`src/rtl/muldiv_iter_pkg.sv`:
```
// Shared opcodes, FSM encoding and opcode-class helpers for the iterative multiply/divide unit.
package muldiv_iter_pkg;

    localparam int OP_W = 5;

    typedef enum logic [OP_W-1:0] {
        OPNULL   = 5'h00,
        OPMUL    = 5'h0C,
        OPMULH   = 5'h0D,
        OPMULHSU = 5'h0E,
        OPMULHU  = 5'h0F,
        OPDIV    = 5'h10,
        OPDIVU   = 5'h11,
        OPREM    = 5'h12,
        OPREMU   = 5'h13
    } op_e;

    typedef enum logic [1:0] {
        ST_IDLE = 2'd0,
        ST_BUSY = 2'd1,
        ST_DONE = 2'd2
    } state_e;

    function automatic logic op_is_mul(input logic [OP_W-1:0] op);
        return op inside {OPMUL, OPMULH, OPMULHSU, OPMULHU};
    endfunction

    function automatic logic op_is_div(input logic [OP_W-1:0] op);
        return op inside {OPDIV, OPDIVU, OPREM, OPREMU};
    endfunction

    function automatic logic op_a_signed(input logic [OP_W-1:0] op);
        return op inside {OPMUL, OPMULH, OPMULHSU, OPDIV, OPREM};
    endfunction

    function automatic logic op_b_signed(input logic [OP_W-1:0] op);
        return op inside {OPMUL, OPMULH, OPDIV, OPREM};
    endfunction

endpackage

```
`src/rtl/muldiv_iter_if.sv`:
```
// Request/result handshake bundle between a requester (master) and the muldiv unit (slave).
interface muldiv_iter_if
    import muldiv_iter_pkg::*;
#(
    parameter int WIDTH = 32
);
    logic             iFlush;
    logic             iValid;
    logic             oReady;
    logic [OP_W-1:0]  iControl;
    logic [WIDTH-1:0] iA;
    logic [WIDTH-1:0] iB;
    logic             oValid;
    logic             iReady;
    logic [WIDTH-1:0] oResult;
    logic             oBusy;

    modport master (
        output iFlush, iValid, iControl, iA, iB, iReady,
        input  oReady, oValid, oResult, oBusy
    );

    modport slave (
        input  iFlush, iValid, iControl, iA, iB, iReady,
        output oReady, oValid, oResult, oBusy
    );
endinterface

```
`src/rtl/muldiv_iter_step.sv`:
```
// One combinational radix-2 iteration: shift-add multiply and restoring divide, both computed;
// the caller picks which result registers to update.
module muldiv_step #(
    parameter int WIDTH = 32
) (
    input  logic [2*WIDTH-1:0] prod_i,
    input  logic [WIDTH-1:0]   opnd_i,
    input  logic [WIDTH-1:0]   rem_i,
    input  logic [WIDTH-1:0]   quo_i,
    output logic [2*WIDTH-1:0] prod_o,
    output logic [WIDTH-1:0]   rem_o,
    output logic [WIDTH-1:0]   quo_o
);
    logic [WIDTH-1:0] addend;
    logic [WIDTH:0]   sum;
    logic [WIDTH:0]   shifted;
    logic [WIDTH:0]   diff;

    always_comb begin
        addend  = prod_i[0] ? opnd_i : '0;
        sum     = {1'b0, prod_i[2*WIDTH-1:WIDTH]} + {1'b0, addend};
        prod_o  = {sum, prod_i[WIDTH-1:1]};

        // rem < divisor always holds, so a borrow out of bit WIDTH means the trial failed
        shifted = {rem_i, quo_i[WIDTH-1]};
        diff    = shifted - {1'b0, opnd_i};
        rem_o   = diff[WIDTH] ? shifted[WIDTH-1:0] : diff[WIDTH-1:0];
        quo_o   = {quo_i[WIDTH-2:0], ~diff[WIDTH]};
    end
endmodule

```
`src/rtl/muldiv_iter.sv`:
```
// Iterative multiply/divide unit: IDLE/BUSY/DONE sequencer, iteration counter, sign fix-up.
//   state | meaning
//   IDLE  | ready for a request
//   BUSY  | one radix-2 step per cycle, counter counts down to 1
//   DONE  | result held until consumed or flushed
module muldiv_iter
    import muldiv_iter_pkg::*;
#(
    parameter int WIDTH = 32,
    parameter int CNT_W = $clog2(WIDTH) + 1
) (
    input  logic          iCLK,
    input  logic          iRSTn,
    muldiv_iter_if.slave  bus
);
    localparam logic [WIDTH-1:0] MOST_NEG = {1'b1, {(WIDTH-1){1'b0}}};

    state_e             state_q;
    logic [CNT_W-1:0]   cnt_q;
    logic [OP_W-1:0]    ctrl_q;
    logic [WIDTH-1:0]   opnd_q;
    logic [2*WIDTH-1:0] prod_q;
    logic [WIDTH-1:0]   rem_q;
    logic [WIDTH-1:0]   quo_q;
    logic [WIDTH-1:0]   result_q;
    logic               qsgn_q;
    logic               rsgn_q;
    logic               valid_q;
    logic               ready_q;
    logic               busy_q;

    logic [2*WIDTH-1:0] prod_d;
    logic [WIDTH-1:0]   rem_d;
    logic [WIDTH-1:0]   quo_d;

    logic               accept;
    logic               sign_a;
    logic               sign_b;
    logic [WIDTH-1:0]   abs_a;
    logic [WIDTH-1:0]   abs_b;
    logic               fast;
    logic [WIDTH-1:0]   fast_res;

    logic [2*WIDTH-1:0] prod_fix;
    logic [WIDTH-1:0]   quo_fix;
    logic [WIDTH-1:0]   rem_fix;
    logic [WIDTH-1:0]   fix_res;

    muldiv_step #(.WIDTH(WIDTH)) u_step (
        .prod_i (prod_q),
        .opnd_i (opnd_q),
        .rem_i  (rem_q),
        .quo_i  (quo_q),
        .prod_o (prod_d),
        .rem_o  (rem_d),
        .quo_o  (quo_d)
    );

    always_comb begin
        accept = (state_q == ST_IDLE) && bus.iValid && !bus.iFlush;
        sign_a = op_a_signed(bus.iControl) & bus.iA[WIDTH-1];
        sign_b = op_b_signed(bus.iControl) & bus.iB[WIDTH-1];
        abs_a  = sign_a ? -bus.iA : bus.iA;
        abs_b  = sign_b ? -bus.iB : bus.iB;
    end

    // Cases resolved at accept time without iterating
    always_comb begin
        fast     = 1'b0;
        fast_res = '0;
        if (!(op_is_mul(bus.iControl) || op_is_div(bus.iControl))) begin
            fast = 1'b1;
        end else if (op_is_div(bus.iControl) && (bus.iB == '0)) begin
            fast     = 1'b1;
            fast_res = (bus.iControl inside {OPDIV, OPDIVU}) ? '1 : bus.iA;
        end else if ((bus.iControl inside {OPDIV, OPREM}) && (bus.iA == MOST_NEG) && (bus.iB == '1)) begin
            fast     = 1'b1;
            fast_res = (bus.iControl == OPDIV) ? bus.iA : '0;
        end
    end

    always_comb begin
        prod_fix = qsgn_q ? -prod_d : prod_d;
        quo_fix  = qsgn_q ? -quo_d : quo_d;
        rem_fix  = rsgn_q ? -rem_d : rem_d;
        fix_res  = '0;
        case (ctrl_q)
            OPMUL:                      fix_res = prod_fix[WIDTH-1:0];
            OPMULH, OPMULHU, OPMULHSU:  fix_res = prod_fix[2*WIDTH-1:WIDTH];
            OPDIV, OPDIVU:              fix_res = quo_fix;
            OPREM, OPREMU:              fix_res = rem_fix;
            default:                    fix_res = '0;
        endcase
    end

    always_ff @(posedge iCLK) begin
        if (!iRSTn) begin
            state_q  <= ST_IDLE;
            cnt_q    <= '0;
            ctrl_q   <= OPNULL;
            opnd_q   <= '0;
            prod_q   <= '0;
            rem_q    <= '0;
            quo_q    <= '0;
            result_q <= '0;
            qsgn_q   <= 1'b0;
            rsgn_q   <= 1'b0;
            valid_q  <= 1'b0;
            ready_q  <= 1'b1;
            busy_q   <= 1'b0;
        end else begin
            case (state_q)
                ST_IDLE: begin
                    if (accept) begin
                        ctrl_q  <= bus.iControl;
                        qsgn_q  <= sign_a ^ sign_b;
                        rsgn_q  <= sign_a;
                        ready_q <= 1'b0;
                        busy_q  <= 1'b1;
                        if (fast) begin
                            state_q  <= ST_DONE;
                            result_q <= fast_res;
                            valid_q  <= 1'b1;
                        end else begin
                            state_q <= ST_BUSY;
                            cnt_q   <= CNT_W'(WIDTH);
                            // multiplicand for multiply, divisor for divide
                            opnd_q  <= op_is_mul(bus.iControl) ? abs_a : abs_b;
                            prod_q  <= {{WIDTH{1'b0}}, abs_b};
                            quo_q   <= abs_a;
                            rem_q   <= '0;
                        end
                    end
                end
                ST_BUSY: begin
                    if (bus.iFlush) begin
                        state_q <= ST_IDLE;
                        valid_q <= 1'b0;
                        ready_q <= 1'b1;
                        busy_q  <= 1'b0;
                    end else begin
                        cnt_q <= cnt_q - 1'b1;
                        if (op_is_mul(ctrl_q)) begin
                            prod_q <= prod_d;
                        end else begin
                            rem_q <= rem_d;
                            quo_q <= quo_d;
                        end
                        if (cnt_q == CNT_W'(1)) begin
                            state_q  <= ST_DONE;
                            result_q <= fix_res;
                            valid_q  <= 1'b1;
                        end
                    end
                end
                ST_DONE: begin
                    if (bus.iFlush || bus.iReady) begin
                        state_q <= ST_IDLE;
                        valid_q <= 1'b0;
                        ready_q <= 1'b1;
                        busy_q  <= 1'b0;
                    end
                end
                default: begin
                    state_q <= ST_IDLE;
                    valid_q <= 1'b0;
                    ready_q <= 1'b1;
                    busy_q  <= 1'b0;
                end
            endcase
        end
    end

    assign bus.oReady  = ready_q;
    assign bus.oValid  = valid_q;
    assign bus.oResult = result_q;
    assign bus.oBusy   = busy_q;

endmodule

```
`src/flat_wrapper.sv`:
```
// flat-port wrapper written by rule: the top's interface ports become plain ports
module muldiv_iter_flat import muldiv_iter_pkg::*;
#(
    parameter int WIDTH = 32,
    parameter int CNT_W = $clog2(WIDTH) + 1
)
  (iCLK, iRSTn, bus_iFlush, bus_iValid, bus_iControl, bus_iA, bus_iB, bus_iReady, bus_oReady, bus_oValid, bus_oResult, bus_oBusy);
  muldiv_iter_if #(.WIDTH(WIDTH)) bus_i ();
  input  logic iCLK;
  input  logic iRSTn;
  input wire logic [$bits(bus_i.iFlush)-1:0] bus_iFlush;
  input wire logic [$bits(bus_i.iValid)-1:0] bus_iValid;
  input wire logic [$bits(bus_i.iControl)-1:0] bus_iControl;
  input wire logic [$bits(bus_i.iA)-1:0] bus_iA;
  input wire logic [$bits(bus_i.iB)-1:0] bus_iB;
  input wire logic [$bits(bus_i.iReady)-1:0] bus_iReady;
  output wire logic [$bits(bus_i.oReady)-1:0] bus_oReady;
  output wire logic [$bits(bus_i.oValid)-1:0] bus_oValid;
  output wire logic [$bits(bus_i.oResult)-1:0] bus_oResult;
  output wire logic [$bits(bus_i.oBusy)-1:0] bus_oBusy;
  assign bus_i.iFlush = bus_iFlush;
  assign bus_i.iValid = bus_iValid;
  assign bus_i.iControl = bus_iControl;
  assign bus_i.iA = bus_iA;
  assign bus_i.iB = bus_iB;
  assign bus_i.iReady = bus_iReady;
  assign bus_oReady = bus_i.oReady;
  assign bus_oValid = bus_i.oValid;
  assign bus_oResult = bus_i.oResult;
  assign bus_oBusy = bus_i.oBusy;
  muldiv_iter #(.WIDTH(WIDTH), .CNT_W(CNT_W)) u_core (.iCLK(iCLK), .iRSTn(iRSTn), .bus(bus_i));
endmodule
```
`config.mk`:
```
export PLATFORM = sky130hd
export DESIGN_NAME = muldiv_iter_flat
export DESIGN_NICKNAME = d
export VERILOG_FILES = /design/src/rtl/muldiv_iter_pkg.sv /design/src/rtl/muldiv_iter_if.sv /design/src/rtl/muldiv_iter_step.sv /design/src/rtl/muldiv_iter.sv /design/src/flat_wrapper.sv
export SDC_FILE = /design/constraint.sdc
export NUM_CORES = 1
export LEC_CHECK = 0
export BUFFER_PORTS_ARGS = -buffer_cell sky130_fd_sc_hd__buf_2
export CAP_MARGIN = 40
export CORE_UTILIZATION = 40
export CTS_BUF_LIST = sky130_fd_sc_hd__clkbuf_2 sky130_fd_sc_hd__clkbuf_4 sky130_fd_sc_hd__clkbuf_8
export DETAILED_ROUTE_END_ITERATION = 16
export PLACE_DENSITY_LB_ADDON = 0.25
export SLEW_MARGIN = 40
export SYNTH_ARGS = -nofsm -noshare
export SYNTH_HDL_FRONTEND = slang
export SYNTH_HIERARCHICAL = 1
export SYNTH_SLANG_ARGS = --single-unit
```
`constraint.sdc`:
```
create_clock -name iCLK -period 6.7 [get_ports iCLK]
set_input_delay 0.335 -clock iCLK [delete_from_list [all_inputs] [get_ports iCLK]]
set_output_delay 0.335 -clock iCLK [all_outputs]
set_load 0.02 [all_outputs]
```
## After elaboration in Yosys (flattened, before gate mapping)

Index checks and enable logic that the tools add are counted.

| word-level totals | value |
|---|---|
| bits in registers | 210 |
| input bits | 74 |
| output and inout port bits | 35 |
| word-level logic and storage cells | 147 |

| operators by class | value |
|---|---|
| add/sub/neg operators | 8 |
| eq/ne operators | 31 |
| muxes and demuxes | 60 |
| bitwise logic cells | 5 |
| reductions and logical operators | 30 |

Operators with widths:

| kind | number |
|---|---|
| 32-bit two-way mux | 24 |
| 64-bit two-way mux | 5 |
| 32-bit one-hot mux with 2 select lines | 3 |
| 32-bit negator | 4 |
| 32-bit one-hot mux with 4 select lines | 1 |
| 64-bit one-hot mux with 2 select lines | 1 |
| 32-bit equality test, second input constant | 2 |
| 64-bit negator | 1 |
| 5-bit by 4-bit equality test with 1-bit output, second input constant | 8 |
| 5-bit equality test, second input constant | 8 |
| 32-bit by 32-bit adder with 33-bit output | 1 |
| 33-bit by 32-bit subtractor with 33-bit output | 1 |
| 32-bit logical NOT | 1 |
| 6-bit two-way mux | 3 |
| 4-bit nonzero test | 4 |
| 5-bit AND reduction | 3 |
| 1-bit two-way mux | 13 |
| 6-bit one-hot mux with 2 select lines | 1 |
| 2-bit two-way mux | 5 |
| 2-bit by 1-bit inequality test with 1-bit output, second input constant | 5 |
| 1-bit one-hot mux with 3 select lines | 3 |
| 3-bit AND reduction | 3 |
| 2-bit inequality test, second input constant | 4 |
| 4-bit AND reduction | 2 |
| 18 further kinds | 28 |

## Longest topological paths before layout

| logic depth | value |
|---|---|
| depth in word-level cells | 10 |
| mapped depth | 22 |
| mapped depth without buffers | 20 |

## Hierarchy

The synthesis kept the hierarchy.

By module, submodules not included:

| module | times used | cells each | area an instance (µm²) | seq. area each (µm²) |
|---|---|---|---|---|
| muldiv_iter | 1 | 1937 | 14515.2 | 4204.0 |
| muldiv_step | 1 | 716 | 4717.0 | 0.0 |

## Worst setup path after synthesis

OpenSTA, ideal clock, no wires.

| timing path | value |
|---|---|
| kind | register -> register |
| start point | register u_core.opnd_q[19] |
| end point | register u_core.result_q[26] (netlist: u_core/bus.oResult[26]) |
| library setup time | 0.131 ns |
| data arrival time | 4.733 ns |
| setup slack | 1.837 ns |
| cell stages (with the launch flop) | 22 |
| path buffers | 4 |
| period minus slack after synthesis | 4.863 ns |
| cell sequence | dfxtp_1 > inv_1 > ha_1 > buf_6 > and3_1 > and2_1 > a221o_1 > a221o_1 > o211a_1 > a211o_1 > buf_6 > clkbuf_1 > nand2_1 > o21ai_0 > or4_1 > or3_1 > buf_6 > or3_1 > o31ai_1 > xor2_1 > o221a_2 > o22ai_1 |

| between the ends | value |
|---|---|
| longest elaborated chain between the ends | 8 |
| elaborated cells between the ends (all ways) | 15 |
| those cells by class | add/sub: 5; mux: 9; bitwise: 1 |

RTL lines:

| item | line | RTL |
|---|---|---|
| from (decl) | muldiv_iter.sv:21 | `logic [WIDTH-1:0] opnd_q;` |
| from (signal assigned) | muldiv_iter.sv:128 | `opnd_q <= op_is_mul(bus.iControl) ? abs_a : abs_b;` |
| 33-bit by 32-bit subtractor with 33-bit output | muldiv_iter_step.sv:26 | `diff = shifted - {1'b0, opnd_i};` |
| 32-bit two-way mux | muldiv_iter_step.sv:27 | `rem_o = diff[WIDTH] ? shifted[WIDTH-1:0] : diff[WIDTH-1:0];` |
| via u_core.rem_d[22] | muldiv_iter.sv:33 | `logic [WIDTH-1:0] rem_d;` |
| 32-bit negator | muldiv_iter.sv:85 | `rem_fix = rsgn_q ? -rem_d : rem_d;` |
| 32-bit two-way mux | muldiv_iter.sv:85 |  |
| 32-bit one-hot mux with 4 select lines | muldiv_iter.sv:87 | `case (ctrl_q)` |
| 32-bit two-way mux | muldiv_iter.sv:149 | `if (cnt_q == CNT_W'(1)) begin` |
| 32-bit two-way mux | muldiv_iter.sv:136 | `if (bus.iFlush) begin` |
| 32-bit one-hot mux with 2 select lines | muldiv_iter.sv:112 | `case (state_q)` |
| to (signal assigned) | muldiv_iter.sv:122 | `result_q <= fast_res;` |
| to (signal assigned) | muldiv_iter.sv:151 | `result_q <= fix_res;` |
| to (decl) | muldiv_iter.sv:25 | `logic [WIDTH-1:0] result_q;` |

The timed path passes the listed nets, and every way through them passes these cells. The select of a mux whose other input is x is not followed.
A chain may end at the register's enable or synchronous reset.

## Worst setup path in the final report

| timing path | value |
|---|---|
| start point | register u_core.prod_q[0] |
| end point | register u_core.result_q[12] (netlist: u_core/bus.oResult[12]) |

| between the ends | value |
|---|---|
| longest elaborated chain between the ends | 8 |

RTL lines:

| item | line | RTL |
|---|---|---|
| from (decl) | muldiv_iter.sv:22 | `logic [2*WIDTH-1:0] prod_q;` |
| from (signal assigned) | muldiv_iter.sv:129 | `prod_q <= {{WIDTH{1'b0}}, abs_b};` |
| from (signal assigned) | muldiv_iter.sv:144 | `prod_q <= prod_d;` |
| 32-bit two-way mux | muldiv_iter_step.sv:20 | `addend = prod_i[0] ? opnd_i : '0;` |
| 32-bit by 32-bit adder with 33-bit output | muldiv_iter_step.sv:21 | `sum = {1'b0, prod_i[2*WIDTH-1:WIDTH]} + {1'b0, addend};` |
| via u_core.prod_d[39] | muldiv_iter.sv:32 | `logic [2*WIDTH-1:0] prod_d;` |
| 64-bit negator | muldiv_iter.sv:83 | `prod_fix = qsgn_q ? -prod_d : prod_d;` |
| 64-bit two-way mux | muldiv_iter.sv:83 |  |
| 32-bit one-hot mux with 4 select lines | muldiv_iter.sv:87 |  |
| 32-bit two-way mux | muldiv_iter.sv:149 |  |
| 32-bit two-way mux | muldiv_iter.sv:136 |  |
| 32-bit one-hot mux with 2 select lines | muldiv_iter.sv:112 |  |

The timed path passes the listed nets, and every way through them passes these cells. The select of a mux whose other input is x is not followed.

==> reports/metrics.cfg <==
[sta]
finalClockSkew_ps=33.2
fin_setup_tns_ps=0
finalHoldViolCount=0
fin_crit_ps=5810
slew_violations=0
setup_viol=0
maxSlewHeadroom=0.424
rsz0062_at_grt=false
setup_slack_ps=885
fmax_mhz=172
tightest_slew_ps=863
post-route-period-util=0.868

[synth]
synth-simple-area-share=0.240
synth_cell_type_count=99
synth_ff_type=dfxtp_1
synth_top_family_by_area=compound AO/OA/AOI/OAI gates
synth_mux_area_frac=0.0180
syn-mean-instance-area_um2=7.25
synth_edf_count=0
syn_nets=2801
yosys_warnings=6
synth-compound-area-share=0.303
postSynthCellCount=2653
netlist_area_um2=19200
synth.yosys.seq_area_share=0.219
ys_ff_latch=210
synth_xor_area_frac=0.0906
synth-adder-area-share=0.0489
synth-async-reset-ratio=0

[setup_path]
r2r-end=u_core/bus.oResult[12]$_SDFFE_PN0P_
startpoint=u_core/prod_q[0]$_SDFFE_PN0P_
reg2reg_from=u_core/prod_q[0]$_SDFFE_PN0P_
crit_path_end_kind=register
critPathLaunchType=register
crit_end=u_core/bus.oResult[12]$_SDFFE_PN0P_
crit_arrival_ps=6270
path_max_fanout=32
r2r.worst_path.cells=20
critical_path_required_ps=7150
r2r_setup_slack_ps=890
path_class=reg -> reg

[global_route]
grt_max_degree=75
grt-ovfl-total=0
gr-usage-all-layers=0.311
grt_pass1_wl_um=119000
antenna_found_initial=8
grt_pass1_vias=19241

[clocking]
cts_buffers=41
root_buffer=clkbuf_8
post_cts_buffers=0
htreeDepth=2
cts_resized=0
ctsHoldBuffers=0
insertion_delay_ps=580
clk_pin_slew_ps=60
cts_sinks=210
clockBufferDepth=3
cts_tree=yes

[power]
power_frac_comb=0.488
switching_share=0.472
pwr-share-seq=0.263
p_sw_mw=2.74
powerDensity_nw_per_um2=281
finalPower_mw=5.80
clockPowerShare=0.249
cellInternalPower_mw=3.07
peakVddDrop_mv=0.275
leakagePower_nw=7.97

[finish]
syn_to_final_growth_pct=7.47
fin_nets=2751
fin_area_um2=20700
layout-drive-gt1-share=0.117
utilization=0.440
fillers=4800

[die]
fp.dieH_um=221
row_count=79
start_util=0.410
coreArea_um2=47000
fp.dieW_um=221
die_area_um2=49000
ios=109

[routing]
routed_via_density=6.44
drc=0
dr.first_iter.drc_count=2773
drtAntennaViolNets=0
avgRoutedWirePerCell_um=24.4
drt_pass1_iterations=6
num_vias=20929
wl_um=79300

[min_path]
hold_path_class=in -> reg

[place]
dp_slack_ps=941
post-dp-hpwl_um=58700
dpl_cell_area_um2=19700
port_buffers=108
gp_congestion=0.969

[status]
outcome=complete, no violations

[run]
drv_cap=0

==> power groups by stage <==
| stage | Sequential, mW | Combinational [mW] | Clock (mW) |
|---|---|---|---|
| after floorplan | 1.50 | 1.92 | 0 |
| after detailed placement | 1.55 | 2.74 | 0 |
| after global routing | 1.54 | 3.03 | 1.52 |
| final | 1.53 | 2.83 | 1.44 |
| after CTS | 1.52 | 2.76 | 1.47 |
| after global placement | 1.55 | 2.71 | 0 |
==> metal layers <==
metal	track usage	share of wire
met5	0	0.00032
met4	0.135	0.044
met3	0.0574	0.093
met2	0.495	0.44
met1	0.410	0.42
==> critical path, stage by stage (launching register included) <==
cell and delay [ps]:
dfxtp_1 320, buf_4 320, and2_1 200, ha_1 200, inv_1 70, fa_1 400
nor2b_1 140, o21ai_0 110, a21boi_0 390, o21ai_0 180, a21boi_0 320, o21a_1 210
o21a_1 150, nor2_1 120, or4_1 610, nor4_2 560, nand4_1 330, o31ai_1 330
mux2i_1 280, a31oi_1 190, o221a_1 260
==> worst min path at each step <==
stage / slack (ps) / start / endpoint / cells past startpoint
after floorplan: 430 / u_core/quo_q[1]$_SDFFE_PN0P_ / u_core/quo_q[1]$_SDFFE_PN0P_ / 2
after global placement: 450 / u_core/cnt_q[4]$_SDFFE_PN0P_ / u_core/cnt_q[4]$_SDFFE_PN0P_ / 2
after detailed placement: 460 / u_core/prod_q[46]$_SDFFE_PN0P_ / u_core/prod_q[46]$_SDFFE_PN0P_ / 2
after CTS: 30 / bus_iControl[4] / u_core/ctrl_q[4]$_SDFFE_PN0P_ / 3
after global routing: 80 / bus_iControl[2] / u_core/ctrl_q[2]$_SDFFE_PN0P_ / 3
final: 60 / bus_iControl[2] / u_core/ctrl_q[2]$_SDFFE_PN0P_ / 3
==> per-stage QoR <==
| step | hold WS [ps] | std cells |
|---|---|---|
| after floorplan | 432 | 2653 |
| after global placement | 455 | 3167 |
| after detailed placement | 461 | 3167 |
| after CTS | 32.9 | 3243 |
| after global routing | 76.2 | 3247 |
| final | 60.4 | 3248 |
==> state kept, by name, indices dropped and copies added (netlist names) <==
| name | flops |
|---|---|
| u_core/bus.oValid | 1 |
| u_core/rem_q | 32 |
| u_core/rsgn_q | 1 |
| u_core/opnd_q | 32 |
| u_core/bus.oReady | 1 |
| u_core/ctrl_q | 5 |
| u_core/bus.oResult | 32 |
| u_core/prod_q | 64 |
| u_core/qsgn_q | 1 |
| u_core/quo_q | 32 |
| u_core/state_q | 2 |
| u_core/cnt_q | 6 |
| u_core/bus.oBusy | 1 |
==> cell type report <==
type / instances / area (um^2) / area share
multi-input cells: 2117 / 13600 / 0.657
flip-flops and latches: 210 / 4210 / 0.203
repair buffers: 159 / 926 / 0.0448
clock buffers: 66 / 858 / 0.0415
well taps: 607 / 759 / 0.0367
inverters: 74 / 282 / 0.0136
clock inverters: 10 / 56.3 / 0.00272
diodes: 5 / 12.5 / 0.000605
==> cell families after synthesis <==
| kind of cell | after synthesis |
|---|---|
| simple gates | 913 |
| fa+ha+maj | 74 |
| compound gates | 897 |
| mux | 34 |
| flops | 210 |
| xor+xnor | 199 |
| buf+inv | 326 |
==> layout by cell type, fill, tap and decap left out, types with 14 or more instances in the layout <==
cell type  synthesis  routed
nand2_1          264     262
a21oi_1          219     219
o21ai_0          218     215
dfxtp_1          210     209
nand3_1          160     159
nor2_1           153     151
buf_2             31     107
xnor2_1          103     103
xor2_1            96      96
ha_1              72      72
inv_1             71      71
o211ai_1          59      59
clkbuf_8           0      58
nor3_1            55      53
buf_4             71      52
o31ai_1           50      49
and2_1            47      47
a21o_1            46      45
or3_1             42      42
a31oi_1           40      40
o22ai_1           31      31
nand4_1           30      30
mux2i_1           29      29
or4_1             27      27
o41ai_1           27      27
nor4_1            28      26
o21ai_1           20      22
o21a_1            22      22
o221ai_1          22      22
and3_1            16      16
nand2b_1          16      15
a211oi_1          14      14
a22oi_1           14      14
==> synthesized netlist by cell type, drive strengths merged (14+ instances only) <==
master / n / area share
nand4: 30 / 0.0098
inv: 71 / 0.014
nand3: 161 / 0.042
mux2i: 29 / 0.015
and2: 50 / 0.016
o22ai: 31 / 0.010
o211ai: 60 / 0.024
or4: 28 / 0.011
dfxtp: 210 / 0.22
o221ai: 22 / 0.010
nand2: 264 / 0.052
nand2b: 16 / 0.0052
o31ai: 51 / 0.020
nor4: 32 / 0.012
a21o: 46 / 0.018
a21oi: 219 / 0.057
nor2: 153 / 0.030
a22oi: 14 / 0.0055
o21a: 23 / 0.0090
and3: 16 / 0.0052
a211oi: 14 / 0.0055
xor2: 96 / 0.044
o41ai: 34 / 0.019
o21ai: 238 / 0.062
xnor2: 103 / 0.047
clkbuf: 129 / 0.025
buf: 123 / 0.041
ha: 72 / 0.047
nor3: 59 / 0.017
a31oi: 41 / 0.014
or3: 43 / 0.014
(Power assumes the default switching activity.)
